==> src/rtl/bt_cmd_decoder.sv <==
// Command decoder behind the Bluetooth UART receiver. A byte is accepted once it
// changes and holds steady; ASCII drive commands set motor directions and speed.
module bt_cmd_decoder #(
  parameter int unsigned STABLE_CYCLES  = 16,
  parameter int unsigned TIMEOUT_CYCLES = 200_000_000
) (
  input  logic       clk,
  input  logic       reset,
  input  logic [7:0] data_in,
  input  logic       flag_in,
  output logic       cmd_valid,
  output logic [2:0] cmd_code,
  output logic [3:0] speed,
  output logic [1:0] motor_l,
  output logic [1:0] motor_r,
  output logic       timeout,
  output logic       err
);

  typedef enum logic [1:0] {IDLE, SETTLE, DECODE} state_t;

  localparam logic [7:0]  STABLE_C = 8'(STABLE_CYCLES);
  localparam logic [27:0] WD_LAST  = 28'(TIMEOUT_CYCLES - 1);
  localparam logic [1:0]  M_STOP   = 2'b00;
  localparam logic [1:0]  M_FWD    = 2'b01;
  localparam logic [1:0]  M_REV    = 2'b10;

  state_t      state_q;
  logic [7:0]  last_data_q;
  logic [7:0]  cand_q;
  logic [7:0]  cnt_q;
  logic [27:0] wd_q;
  logic        cmd_valid_q;
  logic [2:0]  cmd_code_q;
  logic [3:0]  speed_q;
  logic [1:0]  motor_l_q;
  logic [1:0]  motor_r_q;
  logic        timeout_q;
  logic        err_q;

  logic        dec_ok;
  logic        dec_spd;
  logic [2:0]  dec_code;
  logic [1:0]  dec_l;
  logic [1:0]  dec_r;

  // Classify the settled candidate; a low flag means 0x00/0x30, which is STOP.
  always_comb begin
    dec_ok   = 1'b1;
    dec_spd  = 1'b0;
    dec_code = 3'd0;
    dec_l    = M_STOP;
    dec_r    = M_STOP;
    if (flag_in) begin
      case (cand_q)
        8'h53: dec_code = 3'd0;
        8'h46: begin dec_code = 3'd1; dec_l = M_FWD; dec_r = M_FWD; end
        8'h42: begin dec_code = 3'd2; dec_l = M_REV; dec_r = M_REV; end
        8'h4C: begin dec_code = 3'd3; dec_l = M_REV; dec_r = M_FWD; end
        8'h52: begin dec_code = 3'd4; dec_l = M_FWD; dec_r = M_REV; end
        default: begin
          if (cand_q >= 8'h31 && cand_q <= 8'h39) begin
            dec_spd  = 1'b1;
            dec_code = 3'd5;
          end else begin
            dec_ok = 1'b0;
          end
        end
      endcase
    end
  end

  always_ff @(posedge clk or posedge reset) begin
    if (reset) begin
      state_q     <= IDLE;
      last_data_q <= 8'h00;
      cand_q      <= 8'h00;
      cnt_q       <= 8'd0;
      wd_q        <= 28'd0;
      cmd_valid_q <= 1'b0;
      cmd_code_q  <= 3'd0;
      speed_q     <= 4'd5;
      motor_l_q   <= M_STOP;
      motor_r_q   <= M_STOP;
      timeout_q   <= 1'b0;
      err_q       <= 1'b0;
    end else begin
      cmd_valid_q <= 1'b0;
      err_q       <= 1'b0;

      case (state_q)
        IDLE: begin
          if (data_in != last_data_q) begin
            cand_q  <= data_in;
            cnt_q   <= 8'd1;
            state_q <= SETTLE;
          end
        end
        SETTLE: begin
          // Returning to the already-applied byte is a glitch, not a new command.
          if (data_in == last_data_q) begin
            state_q <= IDLE;
          end else if (data_in != cand_q) begin
            cand_q <= data_in;
            cnt_q  <= 8'd1;
          end else if (cnt_q == STABLE_C) begin
            state_q <= DECODE;
          end else begin
            cnt_q <= cnt_q + 8'd1;
          end
        end
        DECODE: begin
          last_data_q <= cand_q;
          state_q     <= IDLE;
        end
        default: state_q <= IDLE;
      endcase

      // A recognised command preempts a watchdog expiry in the same cycle.
      if (state_q == DECODE && dec_ok) begin
        cmd_valid_q <= 1'b1;
        cmd_code_q  <= dec_code;
        timeout_q   <= 1'b0;
        wd_q        <= 28'd0;
        if (dec_spd) begin
          speed_q <= cand_q[3:0];
        end else begin
          motor_l_q <= dec_l;
          motor_r_q <= dec_r;
        end
      end else begin
        if (state_q == DECODE) begin
          err_q <= 1'b1;
        end
        if (motor_l_q != M_STOP || motor_r_q != M_STOP) begin
          if (wd_q == WD_LAST) begin
            motor_l_q <= M_STOP;
            motor_r_q <= M_STOP;
            timeout_q <= 1'b1;
            wd_q      <= 28'd0;
          end else begin
            wd_q <= wd_q + 28'd1;
          end
        end else begin
          wd_q <= 28'd0;
        end
      end
    end
  end

  assign cmd_valid = cmd_valid_q;
  assign cmd_code  = cmd_code_q;
  assign speed     = speed_q;
  assign motor_l   = motor_l_q;
  assign motor_r   = motor_r_q;
  assign timeout   = timeout_q;
  assign err       = err_q;

endmodule

==> config.mk <==
export PLATFORM = sky130hd
export DESIGN_NAME = bt_cmd_decoder
export DESIGN_NICKNAME = d
export VERILOG_FILES = /design/src/rtl/bt_cmd_decoder.sv
export SDC_FILE = /design/constraint.sdc
export NUM_CORES = 1
export LEC_CHECK = 0
export ABC_AREA = 1
export CAP_MARGIN = 5
export CORE_MARGIN = 5
export CORE_UTILIZATION = 43
export CTS_BUF_LIST = sky130_fd_sc_hd__clkbuf_2
export DETAILED_ROUTE_END_ITERATION = 8
export DONT_BUFFER_PORTS = 1
export GPL_TIMING_DRIVEN = 0
export SYNTH_ARGS = -nofsm -noshare
export SYNTH_HDL_FRONTEND = slang
export SYNTH_SLANG_ARGS = --single-unit
export TNS_END_PERCENT = 5
==> constraint.sdc <==
create_clock -name clk -period 2.1 [get_ports clk]
set_input_delay 0.105 -clock clk [delete_from_list [all_inputs] [get_ports clk]]
set_output_delay 0.105 -clock clk [all_outputs]
set_load 0.01 [all_outputs]
==> flow_metrics.env <==
export IMPL_critPathBufInv=3
export IMPL_grt_start_max_net_pins=69
export IMPL_gp_congestion=0.9734
export IMPL_timing_critical_path_from_type="flop"
export IMPL_slowest_stage="sky130_fd_sc_hd__dfrtp_1"
export IMPL_synth_yosys_warnings=0
export IMPL_grt_pass1_wl_um=15900
export IMPL_critical_path_top_delay_family="simple AND/OR/NAND/NOR gates"
export IMPL_async_reset_ff_share_pct=100.0
export IMPL_design_power_total_mw=2.214
export IMPL_timing_max_transition_violations_final=0
export IMPL_ctsRootBufferMaster="sky130_fd_sc_hd__clkbuf_2"
export IMPL_globalRouteOverflowTotal=0
export IMPL_crit_required_ns=2.49
export IMPL_clock_tree_from_tritoncts="built"
export IMPL_chipWidth_um=106.2
export IMPL_design_die_area_um2=11280
export IMPL_pre_cts_ws_ns=0.1123
export IMPL_fillers=878
export IMPL_max_cap_viol_count=0
export IMPL_yosysSeqAreaShare_pct=42.80
export IMPL_yosys_cell_types_count=33
export IMPL_final_cell_area_um2=4328
export IMPL_clk_pin_slew_ns=0.16
export IMPL_r2r_setup_slack_ns=0.17
export IMPL_cts_buffers_inserted=9
export IMPL_critPathKind="flop to flop"
export IMPL_area_delta_synth_final_pct=8.705
export IMPL_maxSlewHeadroom_pct=43.34
export IMPL_timing_worst_slew_pin_value_ns=0.8499
export IMPL_detail_route_wirelength_um=8956
export IMPL_core_region_area_um2=9153
export IMPL_number_of_buffers_inserted_by_port_buffering=0
export IMPL_postLayoutSetupSlackWorst_ns=0.1656
export IMPL_period_needed_ns=1.934
export IMPL_rsz0062_at_grt="true"
export IMPL_postSynth_topFlopCell="sky130_fd_sc_hd__dfrtp_1"
export IMPL_worst_ep_arrival_time_ns=2.32
export IMPL_synth_top_cell_by_area="sky130_fd_sc_hd__dfrtp_1"
export IMPL_area_fraction_of_the_dominant_cell_type_after_synthesis_pct=41.48
export IMPL_total_track_usage_pct=17.33
export IMPL_clockBufferDepth=2
export IMPL_drt_first_iter_violations=146
export IMPL_netlist_top_cells_area="sky130_fd_sc_hd__dfrtp_1 41%, sky130_fd_sc_hd__nand2_1 15%, sky130_fd_sc_hd__inv_1 5.8%"
export IMPL_via_count_of_the_first_global_routing_pass=3268
export IMPL_timing_final_setup_violations=0
export IMPL_ioPinCount=25
export IMPL_placedInstanceArea_um2=4123
export IMPL_detailedRoute_firstPassIterationCount=4
export IMPL_post_synth_top_count_cell="sky130_fd_sc_hd__nand2_1"
export IMPL_timing_final_crit_share_pct=92.12
export IMPL_routed_wire_length_per_instance_um=13.41
export IMPL_number_of_synthesized_flops_with_an_enable_pin=0
export IMPL_viasPerCell=5.067
export IMPL_clock_latency_ns=0.49
export IMPL_final_nets=566
export IMPL_h_tree_depth=3
export IMPL_cp_max_fo=10
export IMPL_timing_critical_path_to_type="flop"
export IMPL_min_path_type="primary input to flop"
export IMPL_final_antenna_net_count=0
export IMPL_clock_tree_skew_after_final_layout_ns=0.03670
export IMPL_synth_seq_cells=68
export IMPL_synth_net_count=545
export IMPL_placed_cells_incl_taps=642
export IMPL_achievable_frequency_ghz=0.5169
export IMPL_final_instance_count_excl_fill=668
export IMPL_core_rowCount=35
export IMPL_ys_top_cells_by_count="154 x sky130_fd_sc_hd__nand2_1, 66 x sky130_fd_sc_hd__dfrtp_1, 62 x sky130_fd_sc_hd__inv_1, 62 x sky130_fd_sc_hd__nor2_1, 38 x sky130_fd_sc_hd__nor3_1"
export IMPL_antenna_violations_before_repair=0
export IMPL_max_vdd_ir_drop_mv=0.3312
export IMPL_static_leakage_power_nw=1.957
export IMPL_cts_num_sinks=68
export IMPL_initial_utilization_pct=43.50
export IMPL_outcome="finished, final reports clean"
export IMPL_via_count=3385
export IMPL_netlist_instances=531
export IMPL_synthesis_area_um2=3981
export IMPL_power_density_nw_per_um2=511.5
export IMPL_insertedDiodeCount=0
export IMPL_final_setup_tns_ns=0
export IMPL_die_height_um=106.2
export IMPL_finalHoldViolCount=0
export IMPL_cp_cell_sequence="ha_2 -> inv_1 -> nor3_4 -> nand2_2 -> nor2_1 -> nand3_1 -> nand2_1 -> buf_4 -> a21oi_1 -> nand2_1 -> inv_1"
export IMPL_share_of_final_layout_standard_cells_stronger_than_drive_strength_1_pct=10.77
export IMPL_drc=0
export IMPL_cp_slowest_stage_delay_ns=0.45
export IMPL_avgSynthCellArea_um2=7.498
export IMPL_post_dp_hpwl_um=6670
==> per-layer routing <==
layer	routed length [um]	track usage, %	vias up
li1	-	-	1730
met1	4025	22.37	1569
met2	4389	28.69	69
met3	341	4.675	17
met4	199	4.625	0
met5	0	0	-
==> stage by stage <==
step                      hold WS [ns]  utilization [%]
after floorplan                 0.2593                -
after global placement          0.2688            45.02
after detailed placement        0.2226            45.04
after CTS                   0.00007239            47.26
after global routing           0.01221            47.29
final                          0.03213            47.29
==> worst register-to-register path: stages (launching register included) <==
cell	delay (ns)
sky130_fd_sc_hd__dfrtp_1	0.45
sky130_fd_sc_hd__ha_2	0.24
sky130_fd_sc_hd__inv_1	0.11
sky130_fd_sc_hd__nor3_4	0.20
sky130_fd_sc_hd__nand2_2	0.13
sky130_fd_sc_hd__nor2_1	0.20
sky130_fd_sc_hd__nand3_1	0.10
sky130_fd_sc_hd__nand2_1	0.09
sky130_fd_sc_hd__buf_4	0.18
sky130_fd_sc_hd__a21oi_1	0.06
sky130_fd_sc_hd__nand2_1	0.07
sky130_fd_sc_hd__inv_1	0.03
==> area by class of cell <==
cell class	instances	area, um^2	share of cell area, %
Timing Repair Buffer	10	100.1	2.313
Clock inverter	4	42.54	0.9829
Clock buffer	12	60.06	1.388
Multi-Input combinational cell	383	1917	44.29
Sequential cell	68	1704	39.38
Inverter	71	274.0	6.331
Tap cell	111	138.9	3.209
Buffer	9	91.34	2.110
==> worst paths after layout <==
kind,from,to,depth (start not counted)
min in group asynchronous,reset,cnt_q[2],2
worst min-delay path,data_in[3],state_q[1],6
worst max register to register,wd_q[0],wd_q[23],11
worst min register to register,speed[0],speed[0],2
max in group asynchronous,reset,wd_q[16],2
worst max-delay path,wd_q[0],wd_q[23],11
==> where the power goes <==
| group | switching, mW | internal, mW |
|---|---|---|
| combinational | 0.0805 | 0.0444 |
| sequential | 0.0215 | 1.33 |
| clock | 0.457 | 0.282 |
| total | 0.559 | 1.65 |
==> flip-flops by register name (all words and copies together) (netlist names) <==
signal	cells
cand_q	8
last_data_q	8
err	1
motor_r	2
wd_q	28
cmd_code	3
cmd_valid	1
speed	4
state_q	2
timeout	1
cnt_q	8
motor_l	2
==> cells by family after synthesis <==
logic type	count (synthesis)	synth area share [%]
AOI/OAI and AO/OA	33	4.620
xor gates and xnor gates	26	5.720
adders and majority gates	3	0.9429
buffers and inverters	80	9.114
DFF	68	42.80
and+or+nand+nor	321	36.80
==> timing repair <==
| item | in CTS | in global routing |
|---|---|---|
| resized for setup | 0 | 1 |
| setup buffers | 0 | 0 |
| endpoints found under the hold margin | 91 | 0 |
| hold buffers | 10 | 0 |
| setup endpoints to repair | 0 | 8 |
==> cell usage in the layout, fill, tap and decap left out, types with 4 or more instances in the layout <==
master and n:
sky130_fd_sc_hd__o21ai_2 4, sky130_fd_sc_hd__clkbuf_2 12, sky130_fd_sc_hd__nor4_1 5, sky130_fd_sc_hd__buf_6 5
sky130_fd_sc_hd__nor2_1 62, sky130_fd_sc_hd__dlygate4sd3_1 10, sky130_fd_sc_hd__nand2_2 5, sky130_fd_sc_hd__nor3_1 38
sky130_fd_sc_hd__xnor2_1 8, sky130_fd_sc_hd__nand4_1 16, sky130_fd_sc_hd__xor2_1 18, sky130_fd_sc_hd__inv_2 8
sky130_fd_sc_hd__dfrtp_1 66, sky130_fd_sc_hd__o21ai_0 23, sky130_fd_sc_hd__nor2_2 4, sky130_fd_sc_hd__nand3_1 22
sky130_fd_sc_hd__nand2_1 154, sky130_fd_sc_hd__inv_1 61, sky130_fd_sc_hd__nand2_4 4, sky130_fd_sc_hd__a21oi_1 5
Power figures use the tool's default switching activity.
